[src/rtl/apb_pkg.sv]
// ---------------------------------------------------------------------------
// apb_pkg
// Shared definitions for the APB requester (apb_master) and the APB memory
// slave (apb_mem) that sit on the same bus.
//   apb_state_t     : requester transfer phase (IDLE / SETUP / ACCESS)
//   APB_ADDR_WIDTH  : default APB address width
//   APB_DATA_WIDTH  : default APB data width
// ---------------------------------------------------------------------------
package apb_pkg;

  localparam int APB_ADDR_WIDTH = 10;
  localparam int APB_DATA_WIDTH = 32;

  typedef enum logic [1:0] {
    APB_IDLE   = 2'd0,
    APB_SETUP  = 2'd1,
    APB_ACCESS = 2'd2
  } apb_state_t;

endpackage : apb_pkg

[src/rtl/apb_master.sv]
// ---------------------------------------------------------------------------
// apb_master
// APB requester: turns a valid/ready command into one APB SETUP + ACCESS
// transfer and reports completion with a single-cycle response pulse.
//
// Optional build macro: APB_MASTER_TIMEOUT_EN
//   When defined, an ACCESS phase stalled by pready=0 is aborted once the
//   wait counter reaches TIMEOUT_CYCLES; the response then carries rsp_err=1
//   and rsp_rdata=0. When undefined, ACCESS waits indefinitely and rsp_err
//   is always 0.
//
// Ports
//   pclk       in   APB clock, rising edge
//   PRESET     in   asynchronous active-high reset
//   cmd_valid  in   command request
//   cmd_ready  out  command accepted on cmd_valid && cmd_ready
//   cmd_write  in   1 = write, 0 = read
//   cmd_addr   in   transfer address
//   cmd_wdata  in   write data (ignored for reads)
//   rsp_valid  out  one-cycle completion pulse
//   rsp_rdata  out  read data (0 for writes and aborts)
//   rsp_err    out  transfer aborted by timeout
//   paddr/pwrite/psel/penable/pwdata  out  APB requester signals
//   prdata/pready                     in   APB completer signals
// ---------------------------------------------------------------------------
module apb_master
  import apb_pkg::*;
#(
  parameter int ADDR_WIDTH     = APB_ADDR_WIDTH,
  parameter int DATA_WIDTH     = APB_DATA_WIDTH,
  parameter int TIMEOUT_CYCLES = 16
) (
  input  logic                  pclk,
  input  logic                  PRESET,
  // command side
  input  logic                  cmd_valid,
  output logic                  cmd_ready,
  input  logic                  cmd_write,
  input  logic [ADDR_WIDTH-1:0] cmd_addr,
  input  logic [DATA_WIDTH-1:0] cmd_wdata,
  // response side
  output logic                  rsp_valid,
  output logic [DATA_WIDTH-1:0] rsp_rdata,
  output logic                  rsp_err,
  // APB bus
  output logic [ADDR_WIDTH-1:0] paddr,
  output logic                  pwrite,
  output logic                  psel,
  output logic                  penable,
  output logic [DATA_WIDTH-1:0] pwdata,
  input  logic [DATA_WIDTH-1:0] prdata,
  input  logic                  pready
);

  if (TIMEOUT_CYCLES < 1) begin : g_bad_timeout
    $error("apb_master: TIMEOUT_CYCLES must be >= 1");
  end

  apb_state_t state, state_nxt;
  logic       accept;     // command handshake this cycle
  logic       complete;   // current ACCESS ends at this edge (normal or abort)
  logic       timed_out;  // ACCESS ends at this edge by abort

  // -------------------------------------------------------------------------
  // Timeout counter
  // -------------------------------------------------------------------------
`ifdef APB_MASTER_TIMEOUT_EN
  localparam int CNT_W = $clog2(TIMEOUT_CYCLES + 1);

  logic [CNT_W-1:0] wait_cnt;

  // pready=1 on the terminal count is a normal completion, so the abort
  // condition requires pready=0.
  assign timed_out = (state == APB_ACCESS) && !pready &&
                     (wait_cnt == CNT_W'(TIMEOUT_CYCLES));

  always_ff @(posedge pclk or posedge PRESET) begin
    if (PRESET) begin
      wait_cnt <= '0;
    end else if (state == APB_SETUP) begin
      // ACCESS is only ever entered from SETUP, so clearing here clears on entry.
      wait_cnt <= '0;
    end else if (state == APB_ACCESS && !pready && !timed_out) begin
      wait_cnt <= wait_cnt + 1'b1;
    end
  end
`else
  assign timed_out = 1'b0;
`endif

  assign complete = (state == APB_ACCESS) && (pready || timed_out);
  assign accept   = cmd_valid && cmd_ready;

  // -------------------------------------------------------------------------
  // FSM
  // -------------------------------------------------------------------------
  // NOTE: state and every other register below use non-blocking assignments so
  // all flops update together from pre-edge values, independent of block order.
  always_ff @(posedge pclk or posedge PRESET) begin
    if (PRESET) state <= APB_IDLE;
    else        state <= state_nxt;
  end

  // psel/penable decode straight from the state register, so the asynchronous
  // reset drops them immediately rather than at the next edge.
  always_comb begin
    // NOTE: every output of this block gets a default first; a path that left
    // one unassigned would infer a latch.
    state_nxt = state;
    cmd_ready = 1'b0;
    psel      = 1'b0;
    penable   = 1'b0;

    unique case (state)
      APB_IDLE: begin
        cmd_ready = 1'b1;
        if (cmd_valid) state_nxt = APB_SETUP;
      end
      APB_SETUP: begin
        psel      = 1'b1;
        state_nxt = APB_ACCESS;
      end
      APB_ACCESS: begin
        psel      = 1'b1;
        penable   = 1'b1;
        // Ready combinationally with completion to allow back-to-back issue.
        cmd_ready = complete;
        if (complete) state_nxt = cmd_valid ? APB_SETUP : APB_IDLE;
      end
      default: state_nxt = APB_IDLE;
    endcase
  end

  // -------------------------------------------------------------------------
  // Command registers: APB address/direction/data only move on accept, so they
  // stay stable through wait states and hold their value while idle.
  // -------------------------------------------------------------------------
  always_ff @(posedge pclk or posedge PRESET) begin
    if (PRESET) begin
      paddr  <= '0;
      pwrite <= 1'b0;
      pwdata <= '0;
    end else if (accept) begin
      paddr  <= cmd_addr;
      pwrite <= cmd_write;
      pwdata <= cmd_wdata;
    end
  end

  // -------------------------------------------------------------------------
  // Response: registered at the completion edge, high for exactly one cycle.
  // -------------------------------------------------------------------------
  always_ff @(posedge pclk or posedge PRESET) begin
    if (PRESET) begin
      rsp_valid <= 1'b0;
      rsp_err   <= 1'b0;
      rsp_rdata <= '0;
    end else begin
      rsp_valid <= complete;
      rsp_err   <= timed_out;
      rsp_rdata <= (complete && pready && !pwrite) ? prdata : '0;
    end
  end

endmodule : apb_master

[config.mk]
export PLATFORM = sky130hd
export DESIGN_NAME = apb_master
export DESIGN_NICKNAME = d
export VERILOG_FILES = /design/src/rtl/apb_pkg.sv /design/src/rtl/apb_master.sv
export SDC_FILE = /design/constraint.sdc
export NUM_CORES = 1
export LEC_CHECK = 0
export BUFFER_PORTS_ARGS = -buffer_cell sky130_fd_sc_hd__buf_2
export CAP_MARGIN = 25
export CELL_PAD_IN_SITES_DETAIL_PLACEMENT = 0
export CELL_PAD_IN_SITES_GLOBAL_PLACEMENT = 1
export CORE_ASPECT_RATIO = 0.7
export CORE_MARGIN = 5
export CORE_UTILIZATION = 36
export CTS_BUF_LIST = sky130_fd_sc_hd__clkbuf_4 sky130_fd_sc_hd__clkbuf_8
export DETAILED_ROUTE_END_ITERATION = 10
export PLACE_DENSITY_LB_ADDON = 0.1
export REMOVE_ABC_BUFFERS = 1
export SLEW_MARGIN = 20
export SYNTH_ARGS = -nofsm -noshare
export SYNTH_HDL_FRONTEND = slang
export SYNTH_SLANG_ARGS = --single-unit
export TNS_END_PERCENT = 30
[constraint.sdc]
create_clock -name pclk -period 3 [get_ports pclk]
set_input_delay 0.15 -clock pclk [delete_from_list [all_inputs] [get_ports pclk]]
set_output_delay 0.15 -clock pclk [all_outputs]
set_load 0.02 [all_outputs]
==> flow_summary.yaml, run 1 <==
synthesis:
  number_of_warnings_issued_by_yosys: 0
  post_synth_cell_types: 18
  postSynth.topFlopCell: "dfrtp_1"
  synth-seq-area-share: 0.638
  synth.most_common_cell: "dfrtp_1"
  netlist_area_sq_um: 3060
  ys_top_cells_by_area: "dfrtp_1, mux2_4, and2_1"
  ys_seq_elements: 78
  synth_top_area_share: 0.638
  synth_async_sr_flop_share: 1.00
  synthCells: 182
  synth_top_area_cell: "dfrtp_1"
  yosys-top-cells-count: "dfrtp_1, mux2_4, and2_1"
  post_synth.cell_area_avg_sq_um: 16.8
  synth-edff-count: 0
finish:
  layout.cells.non_filler: 487
  area_added_between_synthesis_and_finish_pct: 45.1
  drive_gt1_frac: 0.584
  nets: 462
  num_antenna_cells: 0
routing:
  drcViolationCount: 0
  routed_wl_mm: 6.90
  detailedRoute.firstPassIterationCount: 4
  avgRoutedWirePerCell_microns: 14.2
  drtIter0Drc: 81
  via_count: 2033
  detail-route-antenna-nets: 0
  post_drt_via_cell_ratio: 4.17
global_route:
  maximum_number_of_pins_on_one_net_before_global_route_repair: 45
  number_of_antenna_violations_at_the_first_check_in_global_routing: 0
  grt_pass1_wl_mm: 10.7
  global_route.usage.total: 0.134
  grt_overflow_total: 0
  grt_pass1_vias: 2151
floorplan:
  rows: 28
  die_w_microns: 120
  effective_utilization_at_floorplan: 0.366
  die_height_microns: 87.2
  ioPinCount: 159
  die-area_sq_um: 10500
  std_cell_core_area_sq_um: 8370
pwr:
  power-per-cell-area_nw_per_um2: 928
  switching_share: 0.348
  combinational_group_share_of_total_power: 0.425
  switching_component_of_the_power_mw: 1.44
  worst_ir_drop_vdd_mv: 0.339
  cell_internal_pwr_mw: 2.69
  p_seq_frac: 0.379
  leakagePower_nw: 2.48
  pwr-share-clk: 0.195
cts:
  cts.clk_slew.worst_paths_ns: 0.08
  clock_sink_count: 78
  post_cts.resized_instances: 0
  cts.hold.buffers_added: 33
  maximum_count_of_clock_buffers_along_a_single_path: 2
  cts_htree_levels: 3
  cts-buffers-inserted: 9
  tritoncts: "done"
  ctsRootBufferMaster: "clkbuf_8"
  postcts_setup_bufs: 0
  insertion_delay_ns: 0.34
timing:
  final_max_slew_viol_count: 0
  finalWorstPathRequiredPeriod_ns: 1.87
  setup_total_negative_slack_ns: 0
  maxSlewHeadroom: 0.492
  rsz0062_at_grt: "false"
  report.final.hold_viol_count: 0
  layout_worst_path_cycle_share: 0.624
  worst_pin_slew_ns: 0.760
  finalSetupViolCount: 0
  worst_clock_skew_ns: 0.00488
  achievable-frequency_mhz: 534
placement:
  place.gp.congestion: 0.737
  placed_cells: 439
  placement.io_buffers: 157
  hpwl_mm: 4.86
critical_path:
  critPathLaunchType: "flop"
  worst_ep_arrival_time_ns: 2.10
  timing.critical_path.required_ns: 3.23
  endpoint_kind: "flop"
  critPathMaxFanout: 43
  crit_type: "reg -> reg"
job:
  maxCapViolations: 0
hold_path:
  hold_path.class: "in -> reg"
run_status:
  result_of_the_run: "complete, no violations"
## routing by layer
metal	global-route usage	part of all wire
met4	0.0494	0.014
met2	0.199	0.46
met5	0	0
met3	0.0727	0.11
met1	0.164	0.41
## cell families (layout without fill, tap and decap cells)
family | Yosys count | after routing | synth area share
other cells | 1 | 1 | 0.00122
simple gates | 36 | 36 | 0.0768
buf+inv | 14 | 214 | 0.0396
mux | 44 | 44 | 0.211
fa+ha+maj | 5 | 5 | 0.0204
flops | 78 | 78 | 0.638
compound gates | 4 | 4 | 0.0135
## worst paths after layout
check	startpoint	endpoint	slack (ns)	cells after the start
min	cmd_addr[1]	paddr[1]	0.03	2
max reg2reg	state[0]	pwdata[23]	1.13	5
max in group asynchronous	PRESET	rsp_rdata[23]	1.81	4
min in group asynchronous	PRESET	pwdata[11]	0.46	3
min reg2reg	pwdata[25]	pwdata[25]	0.50	1
max	state[0]	pwdata[23]	1.13	5
## registers in the layout (all words and copies together), names as in the netlist
register / count
state: 2
paddr: 10
pwdata: 32
rsp_valid: 1
rsp_rdata: 32
pwrite: 1
## per-stage QoR
step                worst slack, ns  total power [mW]  utilization  cell area, sq um  hold WS [ns]
finish                         1.13              4.12        0.530              4440        0.0318
CTS                            1.11              4.19        0.530              4440       0.00476
floorplan                     0.855              2.78            -              2960         0.279
global placement               1.16              3.32        0.466              3900         0.312
global route                   1.04              4.36        0.530              4440       0.00805
detailed placement             1.13              3.32        0.466              3900         0.310
## worst max-delay path, cell delays in order, from the launching register on
cell and delay, ns:
dfrtp_1 0.40, inv_1 0.09, ha_1 0.23, a31o_4 0.27, nand2_8 0.35, mux2_2 0.39
## cells in the final DEF (no fill, tap or decap), types with 2 or more instances in the layout
cell	instances
mux2_2	4
dlygate4sd3_1	33
dfrtp_1	78
clkbuf_8	12
mux2_4	40
buf_4	3
clkinv_2	2
inv_1	5
ha_1	5
buf_2	157
and2_1	32
## final cells by class
cell class | count | area, sq um
well taps | 105 | 131
repair buffers | 193 | 1140
fillers | 722 | 3930
inverters | 6 | 23.8
multi-input cells | 90 | 988
clock inverters | 3 | 42.5
flip-flops and latches | 78 | 1950
clock buffers | 12 | 165
## power groups by stage
stage               Clock (mW)  Sequential (mW)  Combinational (mW)
finish                   0.805             1.56                1.75
global route             0.879             1.61                1.87
CTS                      0.845             1.57                1.78
detailed placement           0             1.58                1.75
global placement             0             1.58                1.73
floorplan                    0             2.00               0.781
Power figures use the tool's default switching activity.
==> inputs of run 2 (changes only) <==
==> constraint.sdc (replaced) <==
create_clock -name pclk -period 1.95 [get_ports pclk]
set_input_delay 0.0975 -clock pclk [delete_from_list [all_inputs] [get_ports pclk]]
set_output_delay 0.0975 -clock pclk [all_outputs]
set_load 0.02 [all_outputs]
==> run 2 against run 1 <==
Compared with the run above:
- utilization rose by 6.2 points
- final area rose by 12%
- clock power rose by 79%
- first-iteration DRC count rose by 35%
- critical path depth rose by 1
- non-clock buffer count rose by 45
- sequential share of layout area fell by 4.6 points
- sequential power rose by 55%
- worst setup slack got worse by 0.97 ns
- global-route usage rose by 1.0 points
- cell count rose by 9.4%
- critical path type unchanged
==> flow_summary.yaml, run 2 (synthesized netlist as in run 1, its figures left out) <==
cts:
  cts.clk_slew.worst_paths_ns: 0.07
  insertion_delay_ns: 0.34
  cts_htree_levels: 3
  ctsRootBufferMaster: "clkbuf_8"
  maximum_count_of_clock_buffers_along_a_single_path: 2
  clock_sink_count: 78
  cts-buffers-inserted: 9
  tritoncts: "done"
timing:
  layout_worst_path_cycle_share: 0.921
  worst_clock_skew_ns: 0.00851
  achievable-frequency_mhz: 557
  worst_case_hold_slack_ns: 0.0638
  setup_total_negative_slack_ns: 0
  finalWorstPathRequiredPeriod_ns: 1.80
  maxSlewHeadroom: 0.593
  finalSetupViolCount: 0
  final_max_slew_viol_count: 0
  report.final.hold_viol_count: 0
  rsz0062_at_grt: "false"
  worst_pin_slew_ns: 0.610
placement:
  place.gp.congestion: 0.723
  hpwl_mm: 4.89
  placement.io_buffers: 157
  detailed_place.area_sq_um: 3960
critical_path:
  critPathLaunch: "state[0]"
  ff_to_ff_setup_slack_ns: 0.15
  crit_type: "reg -> reg"
  critPathMaxFanout: 17
  r2r_cells: 6
  timing.rr.end: "paddr[7]"
  crit_path_max_incr_delay_ns: 0.40
  worst_ep_arrival_time_ns: 2.01
  endpoint_kind: "flop"
  critPathLaunchType: "flop"
  reg2reg_from: "state[0]"
  slowest_stage: "dfrtp_1"
  worstPathCellList: "inv_1 -> ha_1 -> a31o_4 -> nand2_8 -> buf_12 -> mux2_4"
  timing.critical_path.required_ns: 2.17
global_route:
  grt_overflow_total: 0
  number_of_antenna_violations_at_the_first_check_in_global_routing: 0
  maximum_number_of_pins_on_one_net_before_global_route_repair: 45
  global_route.usage.total: 0.144
  grt_pass1_vias: 2361
  grt_pass1_wl_mm: 11.7
routing:
  drcViolationCount: 0
  routed_wl_mm: 7.38
  drtIter0Drc: 109
  post_drt_via_cell_ratio: 4.17
  detailedRoute.firstPassIterationCount: 4
  avgRoutedWirePerCell_microns: 13.8
  via_count: 2221
  detail-route-antenna-nets: 0
hold_path:
  holdPathEnd: "rsp_valid"
  hold_path.class: "in -> reg"
  worstHoldStart: "pready"
  hold_path_depth: 2
floorplan:
  ioPinCount: 159
  die_height_microns: 87.2
  die_w_microns: 120
  die-area_sq_um: 10500
  effective_utilization_at_floorplan: 0.366
  rows: 28
  std_cell_core_area_sq_um: 8370
finish:
  regArea_sq_um: 1950
  area_added_between_synthesis_and_finish_pct: 62.0
  nets: 507
  multiInputGateArea_sq_um: 988
  largest_registers: "pwdata: 32 flops, rsp_rdata: 32 flops, paddr: 10 flops"
  leading_cell_type_in_the_layout_fill_and_taps_excluded: "buf_2"
  final_cell_mix: "buf_2, dfrtp_1, dlygate4sd3_1, mux2_4, and2_1"
  drive_gt1_frac: 0.527
  num-fill-cells: 671
  final_cell_area_sq_um: 4960
pwr:
  worst_ir_drop_vdd_mv: 0.467
  combinational_group_share_of_total_power: 0.424
  switching_share: 0.336
  leakagePower_nw: 2.70
  power-per-cell-area_nw_per_um2: 1350
  cell_internal_pwr_mw: 4.45
  p_seq_frac: 0.361
  pwr-share-clk: 0.215
  switching_component_of_the_power_mw: 2.25
run_status:
  result_of_the_run: "complete, no violations"
job:
  maxCapViolations: 0
==> run 2: metal layers <==
metal  global-route usage  wire [microns]  part of all wire
met5                    0               0                 0
met4               0.0412              75             0.010
met3               0.0688             677             0.092
met2                0.229            3380              0.46
met1                0.175            3240              0.44
==> run 2: timing repair <==
action	in CTS	in global routing
resized for setup	0	0
endpoints found under the hold margin	109	0
buffers inserted	0	0
hold buffers	76	0
==> run 2: area by class of cell <==
| type | instances | share of cell area |
|---|---|---|
| diodes | 1 | 0.000505 |
| clock buffers | 11 | 0.0293 |
| clock inverters | 4 | 0.0192 |
| inverters | 6 | 0.00479 |
| multi-input cells | 90 | 0.199 |
| flip-flops and latches | 78 | 0.394 |
| well taps | 105 | 0.0265 |
| repair buffers | 238 | 0.327 |
==> run 2: power by group through the flow <==
stage	registers, mW	logic, mW	clock network, mW
after CTS	2.42	2.88	1.50
final	2.42	2.84	1.44
after global routing	2.49	3.02	1.56
after floorplan	3.07	1.20	0
after detailed placement	2.44	2.75	0
after global placement	2.45	2.72	0
==> run 2: worst max-delay path by stage <==
stage,to,slack (ns),cells after the start
final,paddr[7],0.15,6
after CTS,paddr[7],0.14,6
after detailed placement,paddr[8],0.16,6
after floorplan,paddr[0],-0.14,1
after global routing,paddr[7],0.05,6
after global placement,pwdata[17],0.20,6
==> run 2: through the flow <==
stage / setup WS, ns / util / total power [mW] / instances
2_1_floorplan: -0.143 / - / 4.28 / 174
3_3_place_gp: 0.195 / 0.473 / 5.17 / 441
3_5_place_dp: 0.161 / 0.473 / 5.19 / 441
4_1_cts: 0.137 / 0.592 / 6.79 / 532
5_1_grt: 0.0540 / 0.592 / 7.07 / 532
6_report: 0.154 / 0.592 / 6.70 / 533
==> run 2: critical path, delay by kind of cell, from the launching register on <==
kind / cells / cell delay [ns]
multiplexers: 1 / 0.31
AO/OA/AOI/OAI: 1 / 0.27
buffers and inverters: 2 / 0.29
flip-flops: 1 / 0.40
adder cells (fa/ha/maj): 1 / 0.23
AND/OR/NAND/NOR: 1 / 0.15
==> inputs of run 3 (changes only) <==
--- a/config.mk
+++ b/config.mk
@@ -16,6 +16,7 @@
 export DETAILED_ROUTE_END_ITERATION = 10
 export PLACE_DENSITY_LB_ADDON = 0.1
 export REMOVE_ABC_BUFFERS = 1
+export SETUP_SLACK_MARGIN = 0.2
 export SLEW_MARGIN = 20
 export SYNTH_ARGS = -nofsm -noshare
 export SYNTH_HDL_FRONTEND = slang
==> run 3 against run 2 <==
Compared with the run above:
- non-clock buffer count increased by 4
- hold slack gained 0.0043 ns
- routed wire length up 2.0%
- global-route usage up 0.25 points
- sequential cell count unchanged
- clock skew hardly changed
- register-to-register slack improved by 0.11 ns
- worst setup slack better by 0.11 ns
- clock-buffer cell count stayed put
- via count rose by 1.1%
- critical path type unchanged
- highest routed layer unchanged
==> flow_summary.yaml, run 3 (synthesized netlist as in run 1, its figures left out) <==
run_status:
  result_of_the_run: "complete, no violations"
finish:
  largest_registers: "pwdata: 32 flops, rsp_rdata: 32 flops, paddr: 10 flops"
  num-fill-cells: 665
  layout.cells.non_filler: 537
  final_cell_area_sq_um: 5020
  leading_cell_type_in_the_layout_fill_and_taps_excluded: "buf_2"
  finalCoreUtilization: 0.600
  nets: 511
  final_cell_mix: "buf_2, dfrtp_1, dlygate4sd3_1, mux2_4, and2_1"
  area_added_between_synthesis_and_finish_pct: 64.1
  drive_gt1_frac: 0.543
pwr:
  power-per-cell-area_nw_per_um2: 1360
  pwr-share-clk: 0.212
  p_seq_frac: 0.355
  worst_ir_drop_vdd_mv: 0.469
  leakagePower_nw: 2.73
  cell_internal_pwr_mw: 4.53
  switching_share: 0.334
  switching_component_of_the_power_mw: 2.28
  combinational_group_share_of_total_power: 0.433
timing:
  worst_pin_slew_ns: 0.616
  achievable-frequency_mhz: 592
  layout_setup_ws_ns: 0.261
  worst_clock_skew_ns: 0.00812
  rsz0062_at_grt: "false"
  maxSlewHeadroom: 0.589
  worst_case_hold_slack_ns: 0.0681
  final_max_slew_viol_count: 0
  report.final.hold_viol_count: 0
  finalSetupViolCount: 0
  finalWorstPathRequiredPeriod_ns: 1.69
  layout_worst_path_cycle_share: 0.866
critical_path:
  slowest_stage: "dfrtp_2"
  crit_type: "reg -> reg"
  timing.critical_path.required_ns: 2.17
  crit_path_max_incr_delay_ns: 0.44
  critPathLaunchType: "flop"
  endpoint_kind: "flop"
  worst_ep_arrival_time_ns: 1.91
  worstPathCellList: "ha_2 -> a31o_4 -> nand2_8 -> bufbuf_16 -> mux2_4"
  critPathMaxFanout: 8
global_route:
  grt-busiest-layer: "met2"
  grt_overflow_total: 0
  global_route.usage.total: 0.146
  maximum_number_of_pins_on_one_net_before_global_route_repair: 45
  gr-usage-met2: 0.233
  number_of_antenna_violations_at_the_first_check_in_global_routing: 0
  grt.met1_usage: 0.179
  grt_use_met3: 0.0688
  grt_pass1_wl_mm: 11.9
  grt_pass1_vias: 2390
placement:
  hpwl_mm: 4.89
  place_worst_setup_slack_ns: 0.161
  placement.io_buffers: 157
  placed_cells: 441
  detailed_place.area_sq_um: 3960
  place.gp.congestion: 0.723
routing:
  via_count: 2245
  detail-route-antenna-nets: 0
  avgRoutedWirePerCell_microns: 14.0
  detailedRoute.firstPassIterationCount: 2
  routed_wl_mm: 7.53
  drtIter0Drc: 85
  post_drt_via_cell_ratio: 4.18
  drcViolationCount: 0
hold_path:
  hold_path.class: "in -> reg"
cts:
  cts.clk_slew.worst_paths_ns: 0.08
  ctsRootBufferMaster: "clkbuf_8"
  clock_sink_count: 78
  cts-buffers-inserted: 9
  cts_htree_levels: 3
  insertion_delay_ns: 0.34
  maximum_count_of_clock_buffers_along_a_single_path: 2
  tritoncts: "done"
floorplan:
  die-area_sq_um: 10500
  rows: 28
  die_w_microns: 120
  effective_utilization_at_floorplan: 0.366
  std_cell_core_area_sq_um: 8370
  die_height_microns: 87.2
  ioPinCount: 159
job:
  maxCapViolations: 0
## run 3: cell types whose count changed in the layout (fill, tap and decap cells not counted)
cell	change
buf_4	+3
ha_1	-3
ha_2	+3
bufbuf_16	+1
dfrtp_1	-1
dfrtp_2	+1
inv_1	-1
inv_2	+1
## run 3: layer usage
metal	vias up	part of all wire
met5	-	0
met4	0	0.012
met3	9	0.089
met2	92	0.46
met1	1061	0.44
li1	1083	-
## run 3: power groups by stage
stage          Sequential (mW)  Combinational [mW]  Clock (mW)
4_1_cts                   2.41                2.98        1.50
3_3_place_gp              2.45                2.72           0
6_report                  2.41                2.95        1.45
3_5_place_dp              2.44                2.75           0
5_1_grt                   2.48                3.14        1.56
2_1_floorplan             3.07                1.20           0
## run 3: worst max-delay path, delay by kind of cell (launching register included)
kind | cells | cell delay [ns]
AOI/OAI and AO/OA | 1 | 0.26
adders and majority gates | 1 | 0.20
buffers and inverters | 1 | 0.29
DFF | 1 | 0.44
muxes | 1 | 0.29
and+or+nand+nor | 1 | 0.09
## run 3: path summary, 6_finish.rpt
path                       startpoint          to  slack, ns  depth (start not counted)
hold reg to reg            pwdata[24]  pwdata[24]       0.51                          1
max in group asynchronous      PRESET    paddr[7]       0.95                          4
setup / recovery             state[1]  pwdata[20]       0.26                          5
setup reg to reg             state[1]  pwdata[20]       0.26                          5
min in group asynchronous      PRESET    paddr[2]       0.37                          3
hold / removal                 pready   rsp_valid       0.07                          2
## run 3: timing repair
item / in CTS / in global routing
gates resized for setup: 1 / 4
setup buffers: 3 / 0
hold buffers: 76 / 0
setup endpoints to repair: 33 / 8
pin swaps: 1 / 0
cloned: 1 / 0
hold endpoints to repair: 109 / 0
## run 3: cell type report
| cell class | instances | area [sq um] | share of cell area |
|---|---|---|---|
| diodes | 1 | 2.50 | 0.000498 |
| clock buffers | 11 | 145 | 0.0289 |
| clock inverters | 4 | 95.1 | 0.0189 |
| inverters | 6 | 23.8 | 0.00473 |
| multi-input cells | 90 | 996 | 0.198 |
| flip-flops and latches | 78 | 1950 | 0.389 |
| well taps | 105 | 131 | 0.0262 |
| repair buffers | 242 | 1680 | 0.334 |
## run 3: per-stage QoR
stage          total power [mW]  setup TNS (ns)
3_5_place_dp               5.19               0
5_1_grt                    7.19               0
2_1_floorplan              4.28          -11.12
3_3_place_gp               5.17               0
4_1_cts                    6.89               0
6_report                   6.81               0
